`src/rtl/perceptron_pkg.sv`:
```
// Shared definitions for the perceptron trainer.
//   state_t  : controller states
//   sel_w    : width of the readback select for a given input count
//   one      : fixed-point 1.0 for a given number of fractional bits
//   max_v    : largest two's complement value of a given width
//   min_v    : smallest two's complement value of a given width
//   sat_add  : signed add clamped to a given two's complement width
package perceptron_pkg;

    typedef enum logic [2:0] {
        LOAD_W,
        LOAD_N,
        LOAD_X,
        COMPUTE,
        DECIDE,
        UPDATE
    } state_t;

    function automatic int sel_w(input int num_in);
        return $clog2(num_in + 2);
    endfunction

    function automatic longint one(input int frac_w);
        return longint'(1) << frac_w;
    endfunction

    function automatic longint max_v(input int data_w);
        return (longint'(1) << (data_w - 1)) - 1;
    endfunction

    function automatic longint min_v(input int data_w);
        return -(longint'(1) << (data_w - 1));
    endfunction

    // Operands are already sign-extended, so a 64-bit sum cannot overflow
    // before the clamp is applied.
    function automatic longint sat_add(input longint a, input longint b,
                                       input int data_w);
        longint s;
        s = a + b;
        if (s > max_v(data_w))
            s = max_v(data_w);
        else if (s < min_v(data_w))
            s = min_v(data_w);
        return s;
    endfunction

endpackage

```
`src/rtl/perceptron_trainer_if.sv`:
```
// Pin bundle of the perceptron trainer.
//   go, update, label, rd_sel, in_val : driven by the host (master)
//   sync, done, busy, classification,
//   converged, out_val                 : driven by the trainer (slave)
interface perceptron_trainer_if #(
    parameter int NUM_IN = 4,
    parameter int DATA_W = 8
);
    logic                        go;
    logic                        update;
    logic                        label;
    logic [$clog2(NUM_IN+2)-1:0] rd_sel;
    logic [DATA_W-1:0]           in_val;
    logic                        sync;
    logic                        done;
    logic                        busy;
    logic                        classification;
    logic                        converged;
    logic [DATA_W-1:0]           out_val;

    modport master (
        output go, update, label, rd_sel, in_val,
        input  sync, done, busy, classification, converged, out_val
    );

    modport slave (
        input  go, update, label, rd_sel, in_val,
        output sync, done, busy, classification, converged, out_val
    );
endinterface

```
`src/rtl/fxp_sat_mult.sv`:
```
// Combinational fixed-point multiplier.
//   a, b : signed DATA_W operands with FRAC_W fractional bits
//   p    : (a*b) >>> FRAC_W, clamped to the signed DATA_W range
module fxp_sat_mult
    import perceptron_pkg::*;
#(
    parameter int DATA_W = 8,
    parameter int FRAC_W = 3
) (
    input  logic signed [DATA_W-1:0] a,
    input  logic signed [DATA_W-1:0] b,
    output logic signed [DATA_W-1:0] p
);
    localparam logic signed [2*DATA_W-1:0] MAXP = (2*DATA_W)'(max_v(DATA_W));
    localparam logic signed [2*DATA_W-1:0] MINP = (2*DATA_W)'(min_v(DATA_W));

    logic signed [2*DATA_W-1:0] full;
    logic signed [2*DATA_W-1:0] shifted;

    // The shift is arithmetic so negative products round toward -inf.
    always_comb begin
        full    = a * b;
        shifted = full >>> FRAC_W;
        if (shifted > MAXP)
            p = MAXP[DATA_W-1:0];
        else if (shifted < MINP)
            p = MINP[DATA_W-1:0];
        else
            p = shifted[DATA_W-1:0];
    end
endmodule

```
`src/rtl/perceptron_trainer.sv`:
```
// Serially loaded perceptron with on-line training.
//   clk, reset : clock and asynchronous active-high reset
//   bus        : slave side of perceptron_trainer_if (go/sync loading,
//                update/label training control, status and readback)
// Weights w[0..NUM_IN] (w[0] is the bias), rate and samples are loaded one
// word per accepted go. A single saturating multiplier is time-shared
// between the dot product (COMPUTE) and the weight update (UPDATE).
module perceptron_trainer
    import perceptron_pkg::*;
#(
    parameter int NUM_IN   = 4,
    parameter int DATA_W   = 8,
    parameter int FRAC_W   = 3,
    parameter int MAX_ITER = 3
) (
    input logic                 clk,
    input logic                 reset,
    perceptron_trainer_if.slave bus
);
    localparam int SEL_W  = sel_w(NUM_IN);
    localparam int IDX_W  = $clog2(NUM_IN + 1);
    localparam int ITER_W = $clog2(MAX_ITER + 1);
    localparam logic signed [DATA_W-1:0] ONE = DATA_W'(one(FRAC_W));

    state_t                    state;
    logic signed [DATA_W-1:0]  w [0:NUM_IN];
    logic signed [DATA_W-1:0]  x [0:NUM_IN-1];
    logic signed [DATA_W-1:0]  x_ext [0:NUM_IN];
    logic signed [DATA_W-1:0]  rate;
    logic signed [DATA_W-1:0]  acc;
    logic [IDX_W-1:0]          idx;
    logic [ITER_W-1:0]         iter;
    logic                      done_r;
    logic                      class_r;
    logic                      conv_r;

    logic signed [DATA_W-1:0]  mult_a;
    logic signed [DATA_W-1:0]  mult_b;
    logic signed [DATA_W-1:0]  prod;
    logic signed [DATA_W-1:0]  acc_next;
    logic signed [DATA_W-1:0]  w_next;
    logic                      class_now;
    logic                      match;

    // x_ext[0] is the constant 1.0 input that trains the bias.
    always_comb begin
        x_ext[0] = ONE;
        for (int i = 1; i <= NUM_IN; i++)
            x_ext[i] = x[i-1];
    end

    // COMPUTE multiplies w[i]*x[i]; UPDATE multiplies rate*x[i].
    always_comb begin
        mult_a = (state == UPDATE) ? rate : w[idx];
        mult_b = x_ext[idx];
    end

    fxp_sat_mult #(
        .DATA_W(DATA_W),
        .FRAC_W(FRAC_W)
    ) u_mult (
        .a(mult_a),
        .b(mult_b),
        .p(prod)
    );

    // Saturating accumulate and the label-directed weight step.
    always_comb begin
        acc_next  = DATA_W'(sat_add(longint'(acc), longint'(prod), DATA_W));
        w_next    = bus.label
                    ? DATA_W'(sat_add(longint'(w[idx]), longint'(prod), DATA_W))
                    : DATA_W'(sat_add(longint'(w[idx]), -longint'(prod), DATA_W));
        class_now = !acc[DATA_W-1] && (acc != '0);
        match     = (class_now == bus.label);
    end

    // Controller: loading, dot product, decision and update passes.
    always_ff @(posedge clk or posedge reset) begin
        if (reset) begin
            state   <= LOAD_W;
            rate    <= '0;
            acc     <= '0;
            idx     <= '0;
            iter    <= '0;
            done_r  <= 1'b0;
            class_r <= 1'b0;
            conv_r  <= 1'b0;
            for (int i = 0; i <= NUM_IN; i++)
                w[i] <= '0;
            for (int i = 0; i < NUM_IN; i++)
                x[i] <= '0;
        end else begin
            done_r <= 1'b0;
            case (state)
                LOAD_W: begin
                    if (bus.go) begin
                        w[idx] <= bus.in_val;
                        if (idx == IDX_W'(NUM_IN)) begin
                            idx   <= '0;
                            state <= LOAD_N;
                        end else begin
                            idx <= idx + IDX_W'(1);
                        end
                    end
                end
                LOAD_N: begin
                    if (bus.go) begin
                        rate  <= bus.in_val;
                        idx   <= IDX_W'(1);
                        state <= LOAD_X;
                    end
                end
                LOAD_X: begin
                    if (bus.go) begin
                        for (int i = 1; i <= NUM_IN; i++)
                            if (idx == IDX_W'(i))
                                x[i-1] <= bus.in_val;
                        if (idx == IDX_W'(NUM_IN)) begin
                            acc   <= w[0];
                            iter  <= '0;
                            idx   <= IDX_W'(1);
                            state <= COMPUTE;
                        end else begin
                            idx <= idx + IDX_W'(1);
                        end
                    end
                end
                COMPUTE: begin
                    acc <= acc_next;
                    if (idx == IDX_W'(NUM_IN))
                        state <= DECIDE;
                    else
                        idx <= idx + IDX_W'(1);
                end
                DECIDE: begin
                    class_r <= class_now;
                    if (!bus.update) begin
                        conv_r <= 1'b0;
                        done_r <= 1'b1;
                        state  <= LOAD_N;
                    end else if (match || iter == ITER_W'(MAX_ITER)) begin
                        conv_r <= match;
                        done_r <= 1'b1;
                        state  <= LOAD_N;
                    end else begin
                        idx   <= '0;
                        state <= UPDATE;
                    end
                end
                UPDATE: begin
                    w[idx] <= w_next;
                    if (idx == IDX_W'(NUM_IN)) begin
                        // w[0] was rewritten on the first UPDATE cycle, so
                        // the register already holds the new bias here.
                        acc   <= w[0];
                        iter  <= iter + ITER_W'(1);
                        idx   <= IDX_W'(1);
                        state <= COMPUTE;
                    end else begin
                        idx <= idx + IDX_W'(1);
                    end
                end
                default: state <= LOAD_W;
            endcase
        end
    end

    // Status outputs; sync mirrors an accepted go in a load state.
    always_comb begin
        bus.sync = bus.go && (state == LOAD_W || state == LOAD_N ||
                              state == LOAD_X);
        bus.busy = (state == COMPUTE || state == DECIDE || state == UPDATE);
        bus.done           = done_r;
        bus.classification = class_r;
        bus.converged      = conv_r;
    end

    // Readback: weights, then the accumulator, zero for unused selects.
    always_comb begin
        bus.out_val = '0;
        for (int i = 0; i <= NUM_IN; i++)
            if (bus.rd_sel == SEL_W'(i))
                bus.out_val = w[i];
        if (bus.rd_sel == SEL_W'(NUM_IN + 1))
            bus.out_val = acc;
    end
endmodule

```
`src/flat_wrapper.sv`:
```
// flat-port wrapper written by rule: the top's interface ports become plain ports
module perceptron_trainer_flat import perceptron_pkg::*;
#(
    parameter int NUM_IN   = 4,
    parameter int DATA_W   = 8,
    parameter int FRAC_W   = 3,
    parameter int MAX_ITER = 3
)
  (clk, reset, bus_go, bus_update, bus_label, bus_rd_sel, bus_in_val, bus_sync, bus_done, bus_busy, bus_classification, bus_converged, bus_out_val);
  perceptron_trainer_if #(.NUM_IN(NUM_IN), .DATA_W(DATA_W)) bus_i ();
  input logic clk;
  input logic reset;
  input wire logic [$bits(bus_i.go)-1:0] bus_go;
  input wire logic [$bits(bus_i.update)-1:0] bus_update;
  input wire logic [$bits(bus_i.label)-1:0] bus_label;
  input wire logic [$bits(bus_i.rd_sel)-1:0] bus_rd_sel;
  input wire logic [$bits(bus_i.in_val)-1:0] bus_in_val;
  output wire logic [$bits(bus_i.sync)-1:0] bus_sync;
  output wire logic [$bits(bus_i.done)-1:0] bus_done;
  output wire logic [$bits(bus_i.busy)-1:0] bus_busy;
  output wire logic [$bits(bus_i.classification)-1:0] bus_classification;
  output wire logic [$bits(bus_i.converged)-1:0] bus_converged;
  output wire logic [$bits(bus_i.out_val)-1:0] bus_out_val;
  assign bus_i.go = bus_go;
  assign bus_i.update = bus_update;
  assign bus_i.label = bus_label;
  assign bus_i.rd_sel = bus_rd_sel;
  assign bus_i.in_val = bus_in_val;
  assign bus_sync = bus_i.sync;
  assign bus_done = bus_i.done;
  assign bus_busy = bus_i.busy;
  assign bus_classification = bus_i.classification;
  assign bus_converged = bus_i.converged;
  assign bus_out_val = bus_i.out_val;
  perceptron_trainer #(.NUM_IN(NUM_IN), .DATA_W(DATA_W), .FRAC_W(FRAC_W), .MAX_ITER(MAX_ITER)) u_core (.clk(clk), .reset(reset), .bus(bus_i));
endmodule
```
`config.mk`:
```
export PLATFORM = sky130hd
export DESIGN_NAME = perceptron_trainer_flat
export DESIGN_NICKNAME = d
export VERILOG_FILES = /design/src/rtl/perceptron_pkg.sv /design/src/rtl/perceptron_trainer_if.sv /design/src/rtl/fxp_sat_mult.sv /design/src/rtl/perceptron_trainer.sv /design/src/flat_wrapper.sv
export SDC_FILE = /design/constraint.sdc
export NUM_CORES = 1
export LEC_CHECK = 0
export CAP_MARGIN = 40
export CELL_PAD_IN_SITES_DETAIL_PLACEMENT = 0
export CELL_PAD_IN_SITES_GLOBAL_PLACEMENT = 1
export CORE_UTILIZATION = 50
export DETAILED_ROUTE_END_ITERATION = 8
export PLACE_DENSITY_LB_ADDON = 0.1
export RECOVER_POWER = 100
export SLEW_MARGIN = 25
export SYNTH_ARGS = -nofsm -noshare
export SYNTH_HDL_FRONTEND = slang
export SYNTH_SLANG_ARGS = --single-unit
```
`constraint.sdc`:
```
create_clock -name clk -period 16.7 [get_ports clk]
set_input_delay 1.67 -clock clk [delete_from_list [all_inputs] [get_ports clk]]
set_output_delay 1.67 -clock clk [all_outputs]
set_load 0.05 [all_outputs]
```
# Yosys cells after proc, flatten, opt, wreduce, memory -nomap -nowiden
# Cells that the tools add are included.
dict set report word_totals {
  register_bits 99
  input_bits 16
  output_inout_bits 13
  word_cells 147
}
dict set report classes {
  addsub 6
  mul 1
  order_cmp 10
  n_eq_ne 27
  mux 58
  bitwise_logic 1
  n_reduce_logical 27
}
# op n
set ops {}
lappend ops {{8-bit two-way mux} 23}
lappend ops {{40-bit bitwise mux} 2}
lappend ops {{40-bit one-hot mux with 2 select lines} 1}
lappend ops {{8-bit by 64-bit adder with 64-bit output} 1}
lappend ops {{64-bit by 8-bit greater-than comparator with 1-bit output (second input constant)} 1}
lappend ops {{64-bit by 8-bit less-than comparator with 1-bit output (second input constant)} 1}
lappend ops {{8-bit negator with 64-bit output} 1}
lappend ops {{8-bit binary-select mux with 3-bit select} 2}
lappend ops {{3-bit two-way mux} 16}
lappend ops {{40-bit two-way mux} 1}
lappend ops {{3-bit one-hot mux with 6 select lines} 2}
lappend ops {{8-bit demux with 3-bit select} 1}
lappend ops {{8-bit one-hot mux with 3 select lines} 1}
lappend ops {{8-bit by 8-bit adder with 9-bit output} 2}
lappend ops {{3-bit by 2-bit == test with 1-bit output (second input constant)} 6}
lappend ops {{9-bit by 8-bit greater-than comparator with 1-bit output (second input constant)} 2}
lappend ops {{9-bit by 8-bit less-than comparator with 1-bit output (second input constant)} 2}
lappend ops {{8-bit by 8-bit multiplier with 16-bit output} 1}
lappend ops {{3-bit == test (second input constant)} 5}
lappend ops {{13-bit by 8-bit greater-than comparator with 1-bit output (second input constant)} 1}
lappend ops {{13-bit by 8-bit less-than comparator with 1-bit output (second input constant)} 1}
lappend ops {{2-bit != test (second input constant)} 6}
lappend ops {{3-bit AND reduction} 4}
lappend ops {{2-bit by 1-bit != test with 1-bit output (second input constant)} 5}
lappend ops {{23 further kinds} 42}

# Longest topological paths before layout
# Gate-level depths: netlist of run 1.
dict set report depth {
  ltp_word 17
  ltp_mapped 45
  ltp_nobuf 42
}

# Cells and area by module
# From an unflattened synthesis of run 1, not the netlist that was laid out.
dict set report hier_totals {
  hier_cells 1098
  area_unflattened_um2 10557.6
}
# mod n_inst cells_each area_each_um2 seq_area_each_um2
set modules_own_cells {}
lappend modules_own_cells {perceptron_trainer 1 780 7693.6 2477.4}
lappend modules_own_cells {fxp_sat_mult 1 318 2864.0 0.0}

# Worst setup path after synthesis of run 1
# Ideal clock, no wire load.
dict set report synth_path {
  path_type {flip-flop to flip-flop}
  start {register u_core.idx[1]}
  end {register u_core.w[13] (netlist name)}
  setup_time_ps 132
  arrival_time_ps 11874
  t_required_ps 16568
  path_slack_ps 4694
  stages_incl_launch_ff 38
  path_buffers 3
  synth_period_minus_slack_ps 12006
  cell_sequence {dfrtp_1 buf_2 nor2_1 clkbuf_1 nand3_1 nand2_1 mux2i_1 or2_2 inv_1 fa_1 inv_1 fa_1 inv_1 fa_1 inv_1 fa_1 inv_1 ha_1 [... 2 more ...] a21oi_1 o21ai_0 xnor2_1 inv_1 ha_1 clkbuf_1 a21o_1 inv_1 fa_1 inv_1 fa_1 nand4b_1 nor4b_1 a41oi_1 nor2_1 nand2_2 o311ai_4 o21ai_1}
}
dict set report synth_between {
  elab_chain_len 17
  word_cells_on_any_way 34
  cone_classes {3 x add/sub; 1 x mul; 8 x order compare; 20 x mux; 1 x bitwise; 1 x reduce/logical}
}
# item line_no
set synth_lines {}
lappend synth_lines {{start, declared} perceptron_trainer.sv:31} ;# logic [IDX_W-1:0] idx;
lappend synth_lines {{start signal, assigned} perceptron_trainer.sv:102} ;# idx <= idx + IDX_W'(1);
lappend synth_lines {{start signal, assigned} perceptron_trainer.sv:124} ;# idx <= idx + IDX_W'(1);
lappend synth_lines {{start signal, assigned} perceptron_trainer.sv:133} ;# idx <= idx + IDX_W'(1);
lappend synth_lines {{3-bit NOT with 4-bit output (not written as such) *} --}
lappend synth_lines {{8-bit binary-select mux with 3-bit select} {perceptron_trainer.sv:54, perceptron_trainer.sv:71, perceptron_trainer.sv:72}}
lappend synth_lines {{8-bit two-way mux (not written as such) (2 in series)} {perceptron_trainer.sv:54, perceptron_trainer.sv:71, perceptron_trainer.sv:72}}
lappend synth_lines {{8-bit two-way mux} perceptron_trainer.sv:54} ;# mult_a = (state == UPDATE) ? rate : w[idx];
lappend synth_lines {{8-bit by 8-bit multiplier with 16-bit output} fxp_sat_mult.sv:22} ;# full = a * b;
lappend synth_lines {{13-bit by 8-bit less-than comparator with 1-bit output} fxp_sat_mult.sv:26} ;# else if (shifted < MINP)
lappend synth_lines {{8-bit two-way mux} fxp_sat_mult.sv:26}
lappend synth_lines {{8-bit two-way mux} fxp_sat_mult.sv:24} ;# if (shifted > MAXP)
lappend synth_lines {{8-bit negator with 64-bit output} perceptron_trainer.sv:72} ;# : DATA_W'(sat_add(longint'(w[idx]), -longint'(prod), DATA_W));
lappend synth_lines {{8-bit by 64-bit adder with 64-bit output} perceptron_pkg.sv:40} ;# s = a + b;
lappend synth_lines {{64-bit by 8-bit less-than comparator with 1-bit output} perceptron_pkg.sv:43} ;# else if (s < min_v(data_w))
lappend synth_lines {{8-bit two-way mux} perceptron_pkg.sv:43}
lappend synth_lines {{8-bit two-way mux} perceptron_pkg.sv:41} ;# if (s > max_v(data_w))
lappend synth_lines {{8-bit two-way mux} perceptron_trainer.sv:71} ;# ? DATA_W'(sat_add(longint'(w[idx]), longint'(prod), DATA_W))
lappend synth_lines {{40-bit bitwise mux} perceptron_trainer.sv:151} ;# w[idx] <= w_next;
lappend synth_lines {{40-bit one-hot mux with 2 select lines *} perceptron_trainer.sv:94} ;# case (state)
lappend synth_lines {{end signal, assigned by index} perceptron_trainer.sv:97} ;# w[idx] <= bus.in_val;
lappend synth_lines {{end signal, assigned by index} perceptron_trainer.sv:151}
lappend synth_lines {{end, declared} perceptron_trainer.sv:26} ;# logic signed [DATA_W-1:0] w [0:NUM_IN];
# Mark *: on every way between the ends. The rest lies on a longest branch, timed or not. The select of a mux whose other input is x is not followed.
# A chain may end at the register's enable or synchronous reset.

# Final worst setup path of run 1
dict set report layout_path {
  start {register u_core.idx[2]}
  end {register u_core.w[5] (netlist name)}
}
# Same word-level chain as after synthesis.

==> reports/results.ini, run 1 <==
[timing]
slew_viol_final = 88
finalCritPeriodShare_pct = 80.3
skew_ps = 9.14
fmax_ghz = 0.0745
finalHoldViolations = 0
period_minus_slack_ps = 13410
fin_setup_tns_ps = 0
fin_ws_ps = 3290
worstMarginPinSlew_ps = 2590
setup_violations = 0
maxSlewHeadroom_pct = -72.7
rsz0062_at_grt = no

[grt]
grt_pass1_vias = 7709
grt_max_degree = 61
busiest_layer = met2
gr-usage-met2_pct = 41.6
use_met1_pct = 41.2
antenna_found_initial = 0
grt.overflow.total = 0
grtUsageTotal_pct = 27.2
grt_pass1_wl_mm = 42.8
use_met3_pct = 3.58

[worst_setup_path]
crit_arrival_ps = 13610
path_class = reg -> reg
reg2reg_depth = 41
setup.worst_path.end_class = register
worstPathRequired_ps = 16900
reg2reg_from = u_core.idx[2]
critPathMostFrequentCell = fa_1
reg2reg_to = u_core.w[5]
crit_start = u_core.idx[2]
cpMaxStageDelayCell = o311ai_0
crit_fanout = 22
critical-path-max-stage-delay_ps = 950
r2r_setup_slack_ps = 3290
startpoint_type = register

[synthesis]
synth-seq-cells = 99
synth_fp_nets = 1267
ys.flop_type = dfrtp_1
seq_area_frac_synth_pct = 24.5
async_flop_share_pct = 100
yosys-top-cells-area = dfrtp_1 (24%), fa_1 (18%), ha_1 (7.0%), mux2_2 (5.1%), inv_1 (4.8%)
synthMuxAreaShare_pct = 9.57
synth_compound_area_share_pct = 17.3
yosys.area.top_type = dfrtp_1
yosys.area.top_type_share_pct = 24.5
synthCells = 1104
synth_xor_area_share_pct = 2.34
synth.avg_cell_area_um2 = 9.17
synth-edff-count = 0
synth_fa_ha_area_share_pct = 24.8
synth_cell_types = 75
synth.most_common_cell = inv_1
syn-cell-area_um2 = 10100
synthTopCellsByCount = inv_1 (129), nor2_1 (119), dfrtp_1 (99)
synth-simple-area-share_pct = 14.9
synth_top_family_by_area = adder cells
synth_warnings = 0

[clocking]
cts_setup_buffers = 0
clockBufferDepth = 2
numCtsBuffers = 9
cts_tree = built
root_buffer = clkbuf_16
cts_hold_buf = 0
htreeDepth = 3
worstSkewPairLatency_ps = 360
cts_resized = 0
cts_sinks = 99
cts.clk_slew.worst_paths_ps = 70

[final_layout]
drive_gt1_share_pct = 10.4
syn_to_final_growth_pct = 8.10
antenna_cells = 0
layout.nets = 1284
nFillCells = 1858
multi_input_area_um2 = 6920
seqCellArea_um2 = 2480

[drt]
drtPass1Iterations = 5
routed_wl_mm = 26.6
vias = 8019
drt_iter0_drc = 674
final_antenna_net_count = 0
drc_errors = 0
wl_per_cell_um = 19.1
viasPerCell = 5.76

[min_path]
whs_endpoint = u_core.iter[0]
hold_path_startpoint = u_core.iter[0]
min_path_type = reg -> reg
holdPathStages = 1

[die]
die_area_um2 = 20800
die_h_um = 144
die_w_um = 144
rows = 51
ios = 29
start_util_pct = 51.5
core_area_um2 = 19700

[place]
port_buffers = 28
place_ws_ps = 4440
dpl.hpwl_mm = 20.8
routabilityCongestion = 0.912

[run]
maxCapViolCount = 2

[run_status]
outcome = complete, but fails checks
violations = max-capacitance violations, max-slew violations

[state kept, by name, indices dropped and copies added (netlist names)]
signal                     cells
u_core.acc                     8
u_core.iter                    2
u_core.w                      40
u_core.bus.converged           1
u_core.state                   3
u_core.bus.classification      1
u_core.rate                    8
u_core.idx                     3
u_core.x                      32
u_core.bus.done                1
[area by class of cell]
cell class | count | share of cell area, %
Tap cell | 265 | 3.03
Timing Repair Buffer | 47 | 3.66
Clock buffer | 10 | 2.18
Inverter | 133 | 4.57
Multi-Input combinational cell | 831 | 63.3
Sequential cell | 99 | 22.6
Clock inverter | 6 | 0.640
[cell families (layout without fill, tap and decap cells)]
logic type,after synthesis,after routing
compound gates,261,261
mux,86,86
buf+inv,174,196
fa+ha+maj,147,147
simple gates,310,310
flops,99,99
xor+xnor,27,27
[worst max-delay path: cells and delay by family, from the launching register on]
kind / cells / cell delay (ps)
xor+xnor: 1 / 150
simple gates: 9 / 2000
flops: 1 / 850
compound gates: 13 / 4070
buf+inv: 9 / 2150
mux: 1 / 410
fa+ha+maj: 8 / 3590
[cell usage in the layout, fill, tap and decap left out, types with 12 or more instances in the layout]
cell type / n
mux2i_1: 36
a21o_1: 21
buf_4: 13
clkdlybuf4s50_1: 12
fa_1: 90
nor3_1: 16
a31oi_1: 13
inv_1: 128
dlygate4sd3_1: 16
a21oi_1: 66
nand3_1: 18
a22oi_1: 12
xnor2_1: 19
ha_1: 57
o21ai_0: 60
mux2_2: 46
nor2_1: 119
dfrtp_1: 99
nand2_1: 72
[routing by layer]
metal  routed length, µm  share of wire [%]  vias to the layer above
li1                    -                  -                     3822
met1               13100                 49                     3968
met2               11900                 45                      204
met3                1300                4.9                       25
met4                 343                1.3                        0
met5                   0                  0                        -
[per-stage QoR]
stage | instances | hold WS (ps) | util, % | cell area [µm²]
after floorplan | 1104 | 457 | - | 10100
after global placement | 1369 | 466 | 54.3 | 10700
after detailed placement | 1371 | 487 | 54.4 | 10700
after CTS | 1387 | 500 | 56.0 | 11000
after global routing | 1391 | 514 | 55.7 | 10900
final | 1391 | 492 | 55.7 | 10900
[worst max-delay path by stage]
stage               slack, ps      endpoint
floorplan                4690  u_core.w[13]
global placement         4370   u_core.w[3]
detailed placement       4440   u_core.w[8]
CTS                      4410   u_core.w[8]
global route             1800  u_core.w[21]
finish                   3290   u_core.w[5]
Power of run 1 is not shown: default switching activity piles up to over one toggle a cycle in this logic, so the estimate is an artifact.
==> run 2, diff against run 1 <==
--- a/config.mk
+++ b/config.mk
@@ -8,7 +8,7 @@
 export CAP_MARGIN = 40
 export CELL_PAD_IN_SITES_DETAIL_PLACEMENT = 0
 export CELL_PAD_IN_SITES_GLOBAL_PLACEMENT = 1
-export CORE_UTILIZATION = 50
+export CORE_UTILIZATION = 45
 export DETAILED_ROUTE_END_ITERATION = 8
 export PLACE_DENSITY_LB_ADDON = 0.1
 export RECOVER_POWER = 100
==> constraint.sdc (replaced) <==
create_clock -name clk -period 11.9 [get_ports clk]
set_input_delay 1.19 -clock clk [delete_from_list [all_inputs] [get_ports clk]]
set_output_delay 1.19 -clock clk [all_outputs]
set_load 0.05 [all_outputs]
==> run 2 against run 1 <==
Compared with the run above: the run ends with design-rule violations, max-capacitance violations, max-slew violations left; first-iteration DRC count down 18%; clock-buffer cell count is 1 lower; non-clock buffer count is 24 higher; worst setup slack got worse by 2500 ps; fmax up 21%; global-route usage decreased by 2.2 points; critical path depth rose by 1; largest cell class unchanged.
==> reports/results.ini, run 2 (synthesis gave the netlist of run 1 again) <==
[clocking]
numCtsBuffers = 9  ; unchanged
htreeDepth = 3  ; unchanged
worstSkewPairLatency_ps = 350  ; was 360 ps
cts_sinks = 99  ; unchanged
clockBufferDepth = 2  ; unchanged
cts.clk_slew.worst_paths_ps = 80  ; was 70 ps
cts_setup_buffers = 0  ; unchanged
cts_tree = built  ; unchanged
root_buffer = clkbuf_16  ; unchanged

[final_layout]
largest_register_ffs = 40  ; unchanged
final_cell_mix = inv_1 (128), nor2_1 (119), dfrtp_1 (99)  ; unchanged
largest-register = u_core.w  ; unchanged
seqCellArea_um2 = 2480  ; unchanged
drive_gt1_share_pct = 13.0  ; was 10.4%
syn_to_final_growth_pct = 10.6  ; was 8.10%
layout_commonest_cell = inv_1  ; unchanged
layout.nets = 1308  ; was 1284
antenna_cells = 0  ; unchanged
largestRegisters = u_core.w x40, u_core.x x32  ; unchanged
nFillCells = 2117  ; was 1858
multi_input_area_um2 = 6970  ; was 6920 µm²

[timing]
finalHoldViolations = 0  ; unchanged
maxSlewHeadroom_pct = -50.2  ; was -72.7%
fin_setup_tns_ps = 0  ; unchanged
worstMarginPinSlew_ps = 2250  ; was 2590 ps
finalCritPeriodShare_pct = 93.5  ; was 80.3%
rsz0062_at_grt = no  ; unchanged
skew_ps = 14.2  ; was 9.14 ps
setup_violations = 0  ; unchanged
slew_viol_final = 78  ; was 88
period_minus_slack_ps = 11130  ; was 13410 ps
fmax_ghz = 0.0898  ; was 0.0745 GHz

[grt]
grt_pass1_vias = 8098  ; was 7709
grt_max_degree = 41  ; was 61
grt_pass1_wl_mm = 45.4  ; was 42.8 mm
grtUsageTotal_pct = 25.0  ; was 27.2%
antenna_found_initial = 0  ; unchanged
grt.overflow.total = 0  ; unchanged

[drt]
vias = 8175  ; was 8019
wl_per_cell_um = 19.5  ; was 19.1 µm
viasPerCell = 5.72  ; was 5.76
final_antenna_net_count = 0  ; unchanged
routed_wl_mm = 27.9  ; was 26.6 mm
drt_iter0_drc = 553  ; was 674
drc_errors = 2  ; was 0
drtPass1Iterations = 7  ; was 5

[min_path]
min_path_type = reg -> reg  ; unchanged

[worst_setup_path]
setup.worst_path.end_class = register  ; unchanged
worstPathRequired_ps = 12090  ; was 16900 ps
path_class = reg -> reg  ; unchanged
critPathMostFrequentCell = inv_1  ; was fa_1
cpMaxStageDelayCell = fa_1  ; was o311ai_0
crit_fanout = 15  ; was 22
startpoint_type = register  ; unchanged
critical-path-max-stage-delay_ps = 630  ; was 950 ps
crit_arrival_ps = 11320  ; was 13610 ps

[place]
dpl.hpwl_mm = 21.7  ; was 20.8 mm
port_buffers = 28  ; unchanged
routabilityCongestion = 0.922  ; was 0.912

[die]
rows = 54  ; was 51
die_area_um2 = 23100  ; was 20800 µm²
ios = 29  ; unchanged
die_h_um = 152  ; was 144 µm
core_area_um2 = 22000  ; was 19700 µm²
start_util_pct = 46.1  ; was 51.5%
die_w_um = 152  ; was 144 µm

[run_status]
outcome = complete, but fails checks  ; unchanged
violations = design-rule violations, max-capacitance violations, max-slew violations  ; was max-capacitance violations, max-slew violations

[run]
maxCapViolCount = 2  ; unchanged

## run 2: cell types whose count changed in the layout (fill, tap and decap cells not counted), sizes merged
cell / delta
buf: +27
clkbuf: -4
clkinvlp: +1
## run 2: timing repair
item	CTS	global route
endpoints found under the setup margin	0	3
hold buffers	0	0
resized for setup	0	1
## run 2: path summary, 6_finish.rpt
check                          startpoint              to  slack, ps  cells after the start
max                         u_core.idx[0]    u_core.w[36]        770                     42
min                        u_core.iter[0]  u_core.iter[0]        490                      1
max reg2reg                 u_core.idx[0]    u_core.w[36]        770                     42
min reg2reg                u_core.iter[0]  u_core.iter[0]        490                      1
max in group asynchronous           reset   u_core.acc[3]       6310                      4
min in group asynchronous           reset    u_core.x[23]       1480                      2
## run 2: cell type report
class,instances,share of cell area [%]
Multi-Input combinational cell,831,62.3
Clock inverter,7,0.715
Timing Repair Buffer,71,5.29
Sequential cell,99,22.1
Clock buffer,9,2.01
Inverter,133,4.47
Tap cell,280,3.13
## run 2: routing by layer
| layer | vias up | share of wire [%] | GRT usage [%] |
|---|---|---|---|
| li1 | 3867 | - | - |
| met1 | 4082 | 48 | 36.6 |
| met2 | 199 | 45 | 39.2 |
| met3 | 27 | 5.2 | 4.28 |
| met4 | 0 | 1.3 | 4.32 |
| met5 | - | 0 | 0 |
## run 2: worst max-delay path, delay by kind of cell, from the launching register on
family                   cells  cell delay (ps)
AO/OA/AOI/OAI               11             2580
XOR/XNOR                     1              230
adder cells (fa/ha/maj)      8             3720
buffers and inverters       10             1200
flip-flops                   1              460
multiplexers                 2              690
AND/OR/NAND/NOR             10             2070
## run 2: metrics by stage
stage	hold slack (ps)	setup slack (ps)	utilization, %	std cells	area [µm²]
after floorplan	457	593	-	1104	10100
after global placement	475	810	49.6	1411	10900
after detailed placement	479	772	49.8	1414	10900
after CTS	490	727	51.2	1430	11200
after global routing	504	106	51.0	1430	11200
final	492	770	51.0	1430	11200
Power of run 2 is left out for the same reason.
